**config.mk**
```make
export PLATFORM = sky130hd
export DESIGN_NAME = coef_fifo_loader
export DESIGN_NICKNAME = d
export VERILOG_FILES = /design/src/rtl/coef_pkg.sv /design/src/rtl/coef_word_decode.sv /design/src/rtl/coef_fifo_loader.sv
export SDC_FILE = /design/constraint.sdc
export NUM_CORES = 1
export LEC_CHECK = 0
export CAP_MARGIN = 20
export CORE_ASPECT_RATIO = 1.4
export CORE_MARGIN = 2
export CORE_UTILIZATION = 57
export CTS_CLUSTER_DIAMETER = 100
export DETAILED_ROUTE_END_ITERATION = 16
export PLACE_DENSITY = 0.85
export SETUP_SLACK_MARGIN = 0.02
export SYNTH_ARGS = -nofsm -noshare
export SYNTH_HDL_FRONTEND = slang
export SYNTH_SLANG_ARGS = --single-unit
export TNS_END_PERCENT = 50
```
**constraint.sdc**
```tcl
create_clock -name clk -period 9.45 [get_ports clk]
set_input_delay 1.89 -clock clk [delete_from_list [all_inputs] [get_ports clk]]
set_output_delay 1.89 -clock clk [all_outputs]
set_load 0.01 [all_outputs]
```
**src/rtl/coef_pkg.sv**
```systemverilog
// Shared constants, FSM state and word-class enums for the coefficient FIFO loader.
package coef_pkg;

    localparam logic [7:0]  TAG_HDR    = 8'hA5;
    localparam logic [7:0]  TAG_DATA   = 8'h00;
    localparam logic [15:0] UNITY_GAIN = 16'h4000;

    typedef enum logic [2:0] {
        StIdle,
        StPoll,
        StPollWait,
        StRead,
        StReadWait
    } state_t;

    typedef enum logic [1:0] {
        WordHdrOk,
        WordHdrBad,
        WordData,
        WordBad
    } word_kind_t;

    function automatic logic [7:0] sat_inc(input logic [7:0] val);
        return (val == 8'hFF) ? val : val + 8'd1;
    endfunction

endpackage

```
**src/rtl/coef_word_decode.sv**
```systemverilog
// Classifies one popped FIFO word as header, data or invalid, and splits out its fields.
module coef_word_decode
    import coef_pkg::*;
#(
    parameter int unsigned NUM_CH = 8,
    parameter int unsigned COEF_W = 16,
    parameter int unsigned IDX_W  = (NUM_CH > 1) ? $clog2(NUM_CH) : 1
) (
    input  logic [31:0]       word,
    output word_kind_t        kind,
    output logic [7:0]        hdr_len,
    output logic [IDX_W-1:0]  ch_idx,
    output logic [COEF_W-1:0] gain
);

    localparam logic [7:0] MAX_N = 8'(NUM_CH);

    logic [7:0] tag;
    logic [7:0] ch;

    assign tag     = word[31:24];
    assign ch      = word[23:16];
    assign hdr_len = word[7:0];
    assign ch_idx  = ch[IDX_W-1:0];
    assign gain    = word[COEF_W-1:0];

    always_comb begin
        kind = WordBad;
        if (tag == TAG_HDR) begin
            kind = (hdr_len != 8'd0 && hdr_len <= MAX_N) ? WordHdrOk : WordHdrBad;
        end else if (tag == TAG_DATA) begin
            kind = (ch < MAX_N) ? WordData : WordBad;
        end
    end

endmodule

```
**src/rtl/coef_fifo_loader.sv**
```systemverilog
// Polls a coefficient FIFO, assembles framed gain updates in a shadow bank and
// commits them atomically to the active coefficient bank.
module coef_fifo_loader
    import coef_pkg::*;
#(
    parameter int unsigned NUM_CH   = 8,
    parameter int unsigned COEF_W   = 16,
    parameter int unsigned POLL_CYC = 64
) (
    input  logic                     clk,
    input  logic                     reset,
    output logic [2:0]               fifo_csr_address,
    output logic                     fifo_csr_read,
    input  logic [31:0]              fifo_csr_readdata,
    output logic                     fifo_out_read,
    input  logic [31:0]              fifo_out_readdata,
    output logic [NUM_CH*COEF_W-1:0] coef_bank,
    output logic                     coef_update,
    output logic [7:0]               err_count,
    output logic                     busy
);

    localparam int unsigned IDX_W = (NUM_CH > 1) ? $clog2(NUM_CH) : 1;
    localparam int unsigned CNT_W = $clog2(POLL_CYC + 1);
    localparam logic [CNT_W-1:0] POLL_LAST = CNT_W'(POLL_CYC);

    state_t            state;
    logic [CNT_W-1:0]  poll_cnt;
    logic [7:0]        avail;
    logic              frame_open;
    logic [7:0]        remaining;
    logic [NUM_CH-1:0] mask;
    logic              commit;
    logic [COEF_W-1:0] shadow [NUM_CH];

    word_kind_t        kind;
    logic [7:0]        hdr_len;
    logic [IDX_W-1:0]  ch_idx;
    logic [COEF_W-1:0] gain;

    coef_word_decode #(
        .NUM_CH (NUM_CH),
        .COEF_W (COEF_W),
        .IDX_W  (IDX_W)
    ) u_decode (
        .word    (fifo_out_readdata),
        .kind    (kind),
        .hdr_len (hdr_len),
        .ch_idx  (ch_idx),
        .gain    (gain)
    );

    // Only the fill_level register is ever read.
    assign fifo_csr_address = 3'd0;
    assign busy             = (state != StIdle);

    always_ff @(posedge clk) begin
        if (reset) begin
            state         <= StIdle;
            poll_cnt      <= '0;
            avail         <= '0;
            frame_open    <= 1'b0;
            remaining     <= '0;
            mask          <= '0;
            commit        <= 1'b0;
            fifo_csr_read <= 1'b0;
            fifo_out_read <= 1'b0;
            coef_update   <= 1'b0;
            err_count     <= '0;
            coef_bank     <= {NUM_CH{COEF_W'(UNITY_GAIN)}};
            for (int k = 0; k < NUM_CH; k++) begin
                shadow[k] <= COEF_W'(UNITY_GAIN);
            end
        end else begin
            fifo_csr_read <= 1'b0;
            fifo_out_read <= 1'b0;
            coef_update   <= 1'b0;

            // Commit lands one cycle after the last data word so its shadow write is visible.
            if (commit) begin
                for (int k = 0; k < NUM_CH; k++) begin
                    if (mask[k]) begin
                        coef_bank[k*COEF_W +: COEF_W] <= shadow[k];
                    end
                end
                coef_update <= 1'b1;
                commit      <= 1'b0;
            end

            unique case (state)
                StIdle: begin
                    if (poll_cnt == POLL_LAST) begin
                        poll_cnt      <= '0;
                        fifo_csr_read <= 1'b1;
                        state         <= StPoll;
                    end else begin
                        poll_cnt <= poll_cnt + 1'b1;
                    end
                end
                StPoll: begin
                    state <= StPollWait;
                end
                StPollWait: begin
                    avail <= (fifo_csr_readdata > 32'd255) ? 8'hFF : fifo_csr_readdata[7:0];
                    if (fifo_csr_readdata == 32'd0) begin
                        state <= StIdle;
                    end else begin
                        fifo_out_read <= 1'b1;
                        state         <= StRead;
                    end
                end
                StRead: begin
                    avail <= avail - 8'd1;
                    state <= StReadWait;
                end
                StReadWait: begin
                    unique case (kind)
                        WordHdrOk: begin
                            if (frame_open) begin
                                err_count <= sat_inc(err_count);
                            end
                            frame_open <= 1'b1;
                            mask       <= '0;
                            remaining  <= hdr_len;
                        end
                        WordData: begin
                            if (frame_open) begin
                                shadow[ch_idx] <= gain;
                                mask[ch_idx]   <= 1'b1;
                                remaining      <= remaining - 8'd1;
                                if (remaining == 8'd1) begin
                                    frame_open <= 1'b0;
                                    commit     <= 1'b1;
                                end
                            end else begin
                                err_count <= sat_inc(err_count);
                            end
                        end
                        WordHdrBad, WordBad: begin
                            err_count  <= sat_inc(err_count);
                            frame_open <= 1'b0;
                        end
                    endcase
                    if (avail != 8'd0) begin
                        fifo_out_read <= 1'b1;
                        state         <= StRead;
                    end else begin
                        state <= StIdle;
                    end
                end
                default: state <= StIdle;
            endcase
        end
    end

endmodule
```
==> impl_metrics.json <==
{
  "multi_input_area_um2": 4180,
  "drcViolationCount": 0,
  "fin_crit_ns": 4.30,
  "period_share": 0.455,
  "clock-sinks": 303,
  "tns_ns": 0,
  "cts_hold_buf": 0,
  "drive_gt1_frac": 0.0574,
  "power_density_nw_per_um2": 172,
  "slew_headroom": 0.433,
  "grt_overflow": 0,
  "clk_pin_slew_ns": 0.06,
  "cp_slowest_stage_delay_ns": 0.64,
  "r2r_end": "shadow[3][14]$_SDFFCE_PN1P_",
  "hp-start": "coef_bank[9]$_SDFFE_PP0P_",
  "status": "finished clean",
  "final_area_um2": 14900,
  "worst_pin_slew_ns": 0.842,
  "hpwl_um": 19700,
  "finalSetupViolCount": 0,
  "io_pins": 209,
  "gp_congestion": 0.912,
  "synth_area_per_cell_um2": 10.2,
  "cellLeakagePower_uw": 0.00509,
  "worstPathCellList": "clkdlybuf4s50_1 > nor4_1 > and4_2 > nand2_4 > nor4_4 > or2_2",
  "critPathSlowestCell": "nor4_4",
  "ff_latch_area_um2": 7350,
  "synthXorXnorAreaFrac": 0.00296,
  "htreeDepth": 1,
  "critical_path_class": "input port to flop",
  "core_area_um2": 20500,
  "endpoint_kind": "flop",
  "dr.pass1.iters": 7,
  "antenna_found_initial": 1,
  "rows": 62,
  "root_buffer": "clkbuf_16",
  "min_delay_path_depth": 2,
  "via_count": 9155,
  "synth_mux_area_frac": 0.00348,
  "min_path_type": "flop to flop",
  "post-cts-setup-buffers": 0,
  "grt_max_degree": 66,
  "cts_resized": 0,
  "ys_warn_count": 0,
  "fillers": 1404,
  "cts_buffer_depth": 3,
  "r2r_slack_ns": 6.64,
  "arrival_ns": 4.50,
  "drtAntennaViolNets": 0,
  "synth_top_family_by_area": "simple AND/OR/NAND/NOR gates",
  "postSynth.asyncResetShare": 0,
  "finalHoldViolCount": 0,
  "synthSimpleGateAreaFrac": 0.239,
  "cts_tree": "done",
  "avgRoutedWirePerCell_um": 18.1,
  "crit_fanout": 17,
  "reg2reg_from": "state[0]$_SDFFE_PP0P_",
  "grt_pass1_wl_um": 45800,
  "numPortBuffers": 205,
  "die_h_um": 175,
  "die-area_um2": 22000,
  "holdPathEnd": "coef_bank[9]$_SDFFE_PP0P_",
  "rsz0062_at_grt": "false",
  "finalMaxSlewViolations": 0,
  "place_area_um2": 14000,
  "synth_edf_count": 128,
  "crit_family": "simple AND/OR/NAND/NOR gates",
  "drtIter0Drc": 684,
  "ys_types": 64,
  "synth_area_um2": 11900,
  "cts-buffers-inserted": 27,
  "synthFlopType": "dfxtp_1",
  "start_util": 0.579,
  "wl_um": 29300,
  "path_buf_inv": 1,
  "vias_per_cell": 5.66,
  "fin_nets": 1413,
  "grt_pass1_vias": 8989,
  "ir_drop_mv": 0.129,
  "final.setup_skew_ns": 0.00807,
  "yosysSeqAreaShare": 0.620,
  "synthAdderAreaFrac": 0.00739,
  "reg2reg_depth": 5,
  "ys_ff_latch": 303,
  "die_x_um": 126,
  "fmax_mhz": 232,
  "drv_cap": 0,
  "clk-insertion-delay-late_ns": 0.53,
  "startpoint_type": "input port",
  "synth_compound_area_frac": 0.0989,
  "worstPathRequired_ns": 9.64,
  "track_usage": 0.261,
  "synthesis.instances": 1167,
  "area_growth_pct": 25.3
}
[state kept, by name, indices dropped and copies added, names as in the netlist]
signal	count
err_count	8
coef_bank	128
remaining	8
commit	1
avail	8
fifo_out_read	1
state	3
poll_cnt	7
fifo_csr_read	1
coef_update	1
mask	8
shadow	128
frame_open	1
[Yosys cell counts (6+ instances only)]
cell | instances | share of area
o21ai_0 | 17 | 0.0072
and2_1 | 131 | 0.069
edfxtp_1 | 128 | 0.32
inv_1 | 9 | 0.0028
or3_1 | 6 | 0.0032
a31oi_1 | 6 | 0.0032
nor4_1 | 12 | 0.0063
nor2b_1 | 8 | 0.0042
clkbuf_1 | 52 | 0.016
nand2b_1 | 10 | 0.0053
nand2_1 | 283 | 0.090
nand3_1 | 20 | 0.0084
nand4_1 | 6 | 0.0032
nor2_1 | 31 | 0.0098
dfxtp_1 | 175 | 0.30
ha_1 | 7 | 0.0074
a21oi_1 | 153 | 0.065
or2_2 | 6 | 0.0032
a21o_1 | 6 | 0.0038
buf_2 | 7 | 0.0030
nor3_1 | 15 | 0.0063
[cells by family after synthesis]
family	count (synthesis)
buf+inv	80
fa+ha+maj	7
simple gates	560
mux	3
other cells	1
flops	303
compound gates	209
xor+xnor	4
[cell type report]
cell class                 count  share of cell area
clock inverter                18              0.0107
antenna                        2            0.000337
clock buffer                  31              0.0472
multi-input combinational    786               0.281
sequential                   303               0.495
timing repair buffer         211               0.142
tap                          256              0.0216
inverter                      11             0.00278
[metrics by stage]
step / util / std cells / hold WS [ns] / setup slack (ns) / total power, µW
after CTS: 0.725 / 1616 / 0.455 / 5.17 / 2550
after global routing: 0.725 / 1616 / 0.467 / 4.90 / 2610
after global placement: 0.681 / 1564 / 0.436 / 4.52 / 1500
final: 0.725 / 1618 / 0.453 / 5.15 / 2550
after floorplan: - / 1169 / 0.433 / 5.01 / 1450
after detailed placement: 0.683 / 1567 / 0.447 / 4.62 / 1500
[worst min-delay path, stage by stage (launching register included)]
cell,delay (ns)
dfxtp_1,0.31
nand2_1,0.05
a21oi_1,0.05
[how the worst max path moves through the flow]
stage,start,endpoint,depth (start not counted)
final,fifo_out_readdata[25],shadow[3][14]$_SDFFCE_PN1P_,6
after global routing,fifo_out_readdata[25],shadow[3][14]$_SDFFCE_PN1P_,6
after CTS,fifo_out_readdata[25],shadow[3][12]$_SDFFCE_PN0P_,6
after detailed placement,fifo_out_readdata[25],shadow[3][5]$_SDFFCE_PN0P_,6
after global placement,fifo_out_readdata[25],shadow[7][9]$_SDFFCE_PN0P_,5
after floorplan,fifo_out_readdata[25],shadow[7][0]$_SDFFCE_PN0P_,4
[power by group]
group          internal (µW)  switching, µW  total [µW]  leakage [µW]
Sequential              1380           6.79        1390       0.00270
Clock                    611            465        1080      0.000421
Combinational           32.3           54.0        86.2       0.00196
Total                   2020            526        2550       0.00509
[layout by cell type (no fill, tap or decap), types with 5 or more instances in the layout]
cell type	synthesis	layout
nand2_1	283	283
clkdlybuf4s50_1	0	204
dfxtp_1	175	175
a21oi_1	153	153
and2_1	131	131
edfxtp_1	128	128
nor2_1	31	31
clkbuf_16	0	27
nand3_1	20	20
nor3_1	15	15
o21ai_0	17	14
nor4_1	12	12
nand2b_1	10	10
inv_1	9	9
clkinv_1	2	9
nor2b_1	8	8
ha_1	7	7
or2_2	6	6
nand4_1	6	6
a21o_1	6	6
or3_1	6	6
a31oi_1	6	6
clkinv_2	0	6
buf_4	3	5
[per-layer routing]
layer  vias up  part of all wire  track usage
li1       4330                 -            -
met1      4350              0.37        0.301
met2       385              0.52        0.468
met3        88             0.069       0.0432
met4         2             0.044        0.125
met5         -           0.00044            0
(Power assumes the default switching activity.)
==> RTL edit: new RTL, same flow settings <==
`POLL_CYC`: 64 -> 32.
--- a/src/rtl/coef_fifo_loader.sv
+++ b/src/rtl/coef_fifo_loader.sv
@@ -7,3 +7,3 @@
     parameter int unsigned COEF_W   = 16,
-    parameter int unsigned POLL_CYC = 64
+    parameter int unsigned POLL_CYC = 32
 ) (
Function: no difference found for any inputs over 10 cycles, from zero or initial values and one cycle with reset high; that may be too few to reach the edited logic, so the function may still have changed.
==> RTL edit against the unedited design <==
Synthesized area down 1.4%; clock power fell by 5%; fmax decreased by 17%; via count shrank 2.3%; utilization shrank 0.59 points; cell area decreased by 1.6%; global-route usage shrank 0.82 points; combinational power is 5.1% lower; sequential cell count shrank 1; power fell by 2.1%; wire length down 5.4%; setup slack worse by 0.88 ns; critical path type unchanged.
==> RTL edit: results (changes against the unedited design) <==
[detailed_routing]
drt-initial-drc-count = 580  ; -15%
wl_per_cell_um = 17.31  ; -4.4%
wl_met1_um = 10260  ; -4.2%
viasPerCell = 5.584  ; -1.3%
top_layer_used = met4
routed_wl_um = 27730  ; -5.4%
firstDrtPassIters = 5  ; -2

[global_route]
grt_max_degree = 90  ; +36%
use_met1_pct = 29.18  ; -0.89 points
grt_pass1_vias = 8620  ; -4.1%
grt_pass1_wl_um = 43880  ; -4.1%
grt_util_all_layers_pct = 25.25  ; -0.82 points

[cells_and_area]
nFillCells = 1426  ; +1.6%
multi_input_area_um2 = 4034  ; -3.4%
antenna_cells = 0  ; -2
num-nets-final = 1398  ; -1.1%
drive_gt1_share_pct = 4.532  ; -1.2 points

[placement]
gp_congestion = 0.9014  ; -1.2%
place_area_um2 = 13780  ; -1.4%
place_ws_ns = 3.748  ; -0.8685 ns
post-dp-hpwl_um = 19000  ; -3.3%
place_inst = 1554  ; -0.83%

[yosys]
synth_area_leaders = edfxtp_1, dfxtp_1, nand2_1
synthTopCellsByCount = nand2_1, dfxtp_1, a21oi_1
ys_types = 59  ; -7.8%
syn_avg_cell_area_um2 = 10.07  ; -0.83%
yosysSeqAreaShare_pct = 62.70  ; +0.72 points

[timing]
worst_pin_slew_ns = 0.9081  ; +0.06590 ns
worst_clock_skew_ns = 0.009318  ; +0.001248 ns
whs_ns = 0.4554  ; +0.002883 ns

[clock_network]
cts_inserted_buffers = 26  ; -3.7%
post_cts_buffers = 0  ; unchanged

[critical_path]
slowest_stage = or4_1
crit_path_max_incr_delay_ns = 0.98  ; +0.34 ns
r2r_end = shadow[0][7]$_SDFFCE_PN0P_
cp.arrival_ns = 5.34  ; +0.84 ns
rrSetupSlack_ns = 6.23  ; -0.41 ns
crit_fanout = 22  ; +5

[run_status]
status = complete, no violations

[power_and_ir_drop]
power_switching_share_pct = 20.39  ; -0.26 points
p_comb_w = 0.0000818  ; -5.1%
clockPowerShare_pct = 41.3  ; -0.9 points
vdd_drop_max_mv = 0.1263  ; -2.1%
leakagePower_nw = 5.028  ; -1.1%

[worst_hold_path]
hp-start = coef_bank[118]$_SDFFE_PP0P_
worstHoldEndpoint = coef_bank[118]$_SDFFE_PP0P_

## RTL edit: cell count changes in the layout (fill, tap and decap cells not counted), moves of 6 or more
cell      before  now
nand3_1       20   10
nand3b_1       3    9
o21ai_0       14   22
clkinv_1       9    2
clkbuf_8       1    7
or3_1          6   14
## RTL edit: area by class of cell
cell class	instances	area share, %
timing repair buffer	207	14.12
multi-input combinational	779	27.60
inverter	10	0.2568
tap	256	2.191
clock buffer	42	5.487
sequential	302	50.12
clock inverter	6	0.2225
## RTL edit: cells by family (layout without fill, tap and decap cells)
kind of cell / Yosys count / after routing / synth area share (%)
AOI/OAI and AO/OA: 209 / 209 / 9.798
xor gates and xnor gates: 4 / 4 / 0.2998
muxes: 1 / 1 / 0.08567
buffers and inverters: 81 / 265 / 2.838
other: 1 / 3 / 0.03209
DFF: 302 / 302 / 62.70
adders and majority gates: 6 / 6 / 0.6424
and+or+nand+nor: 556 / 556 / 23.60
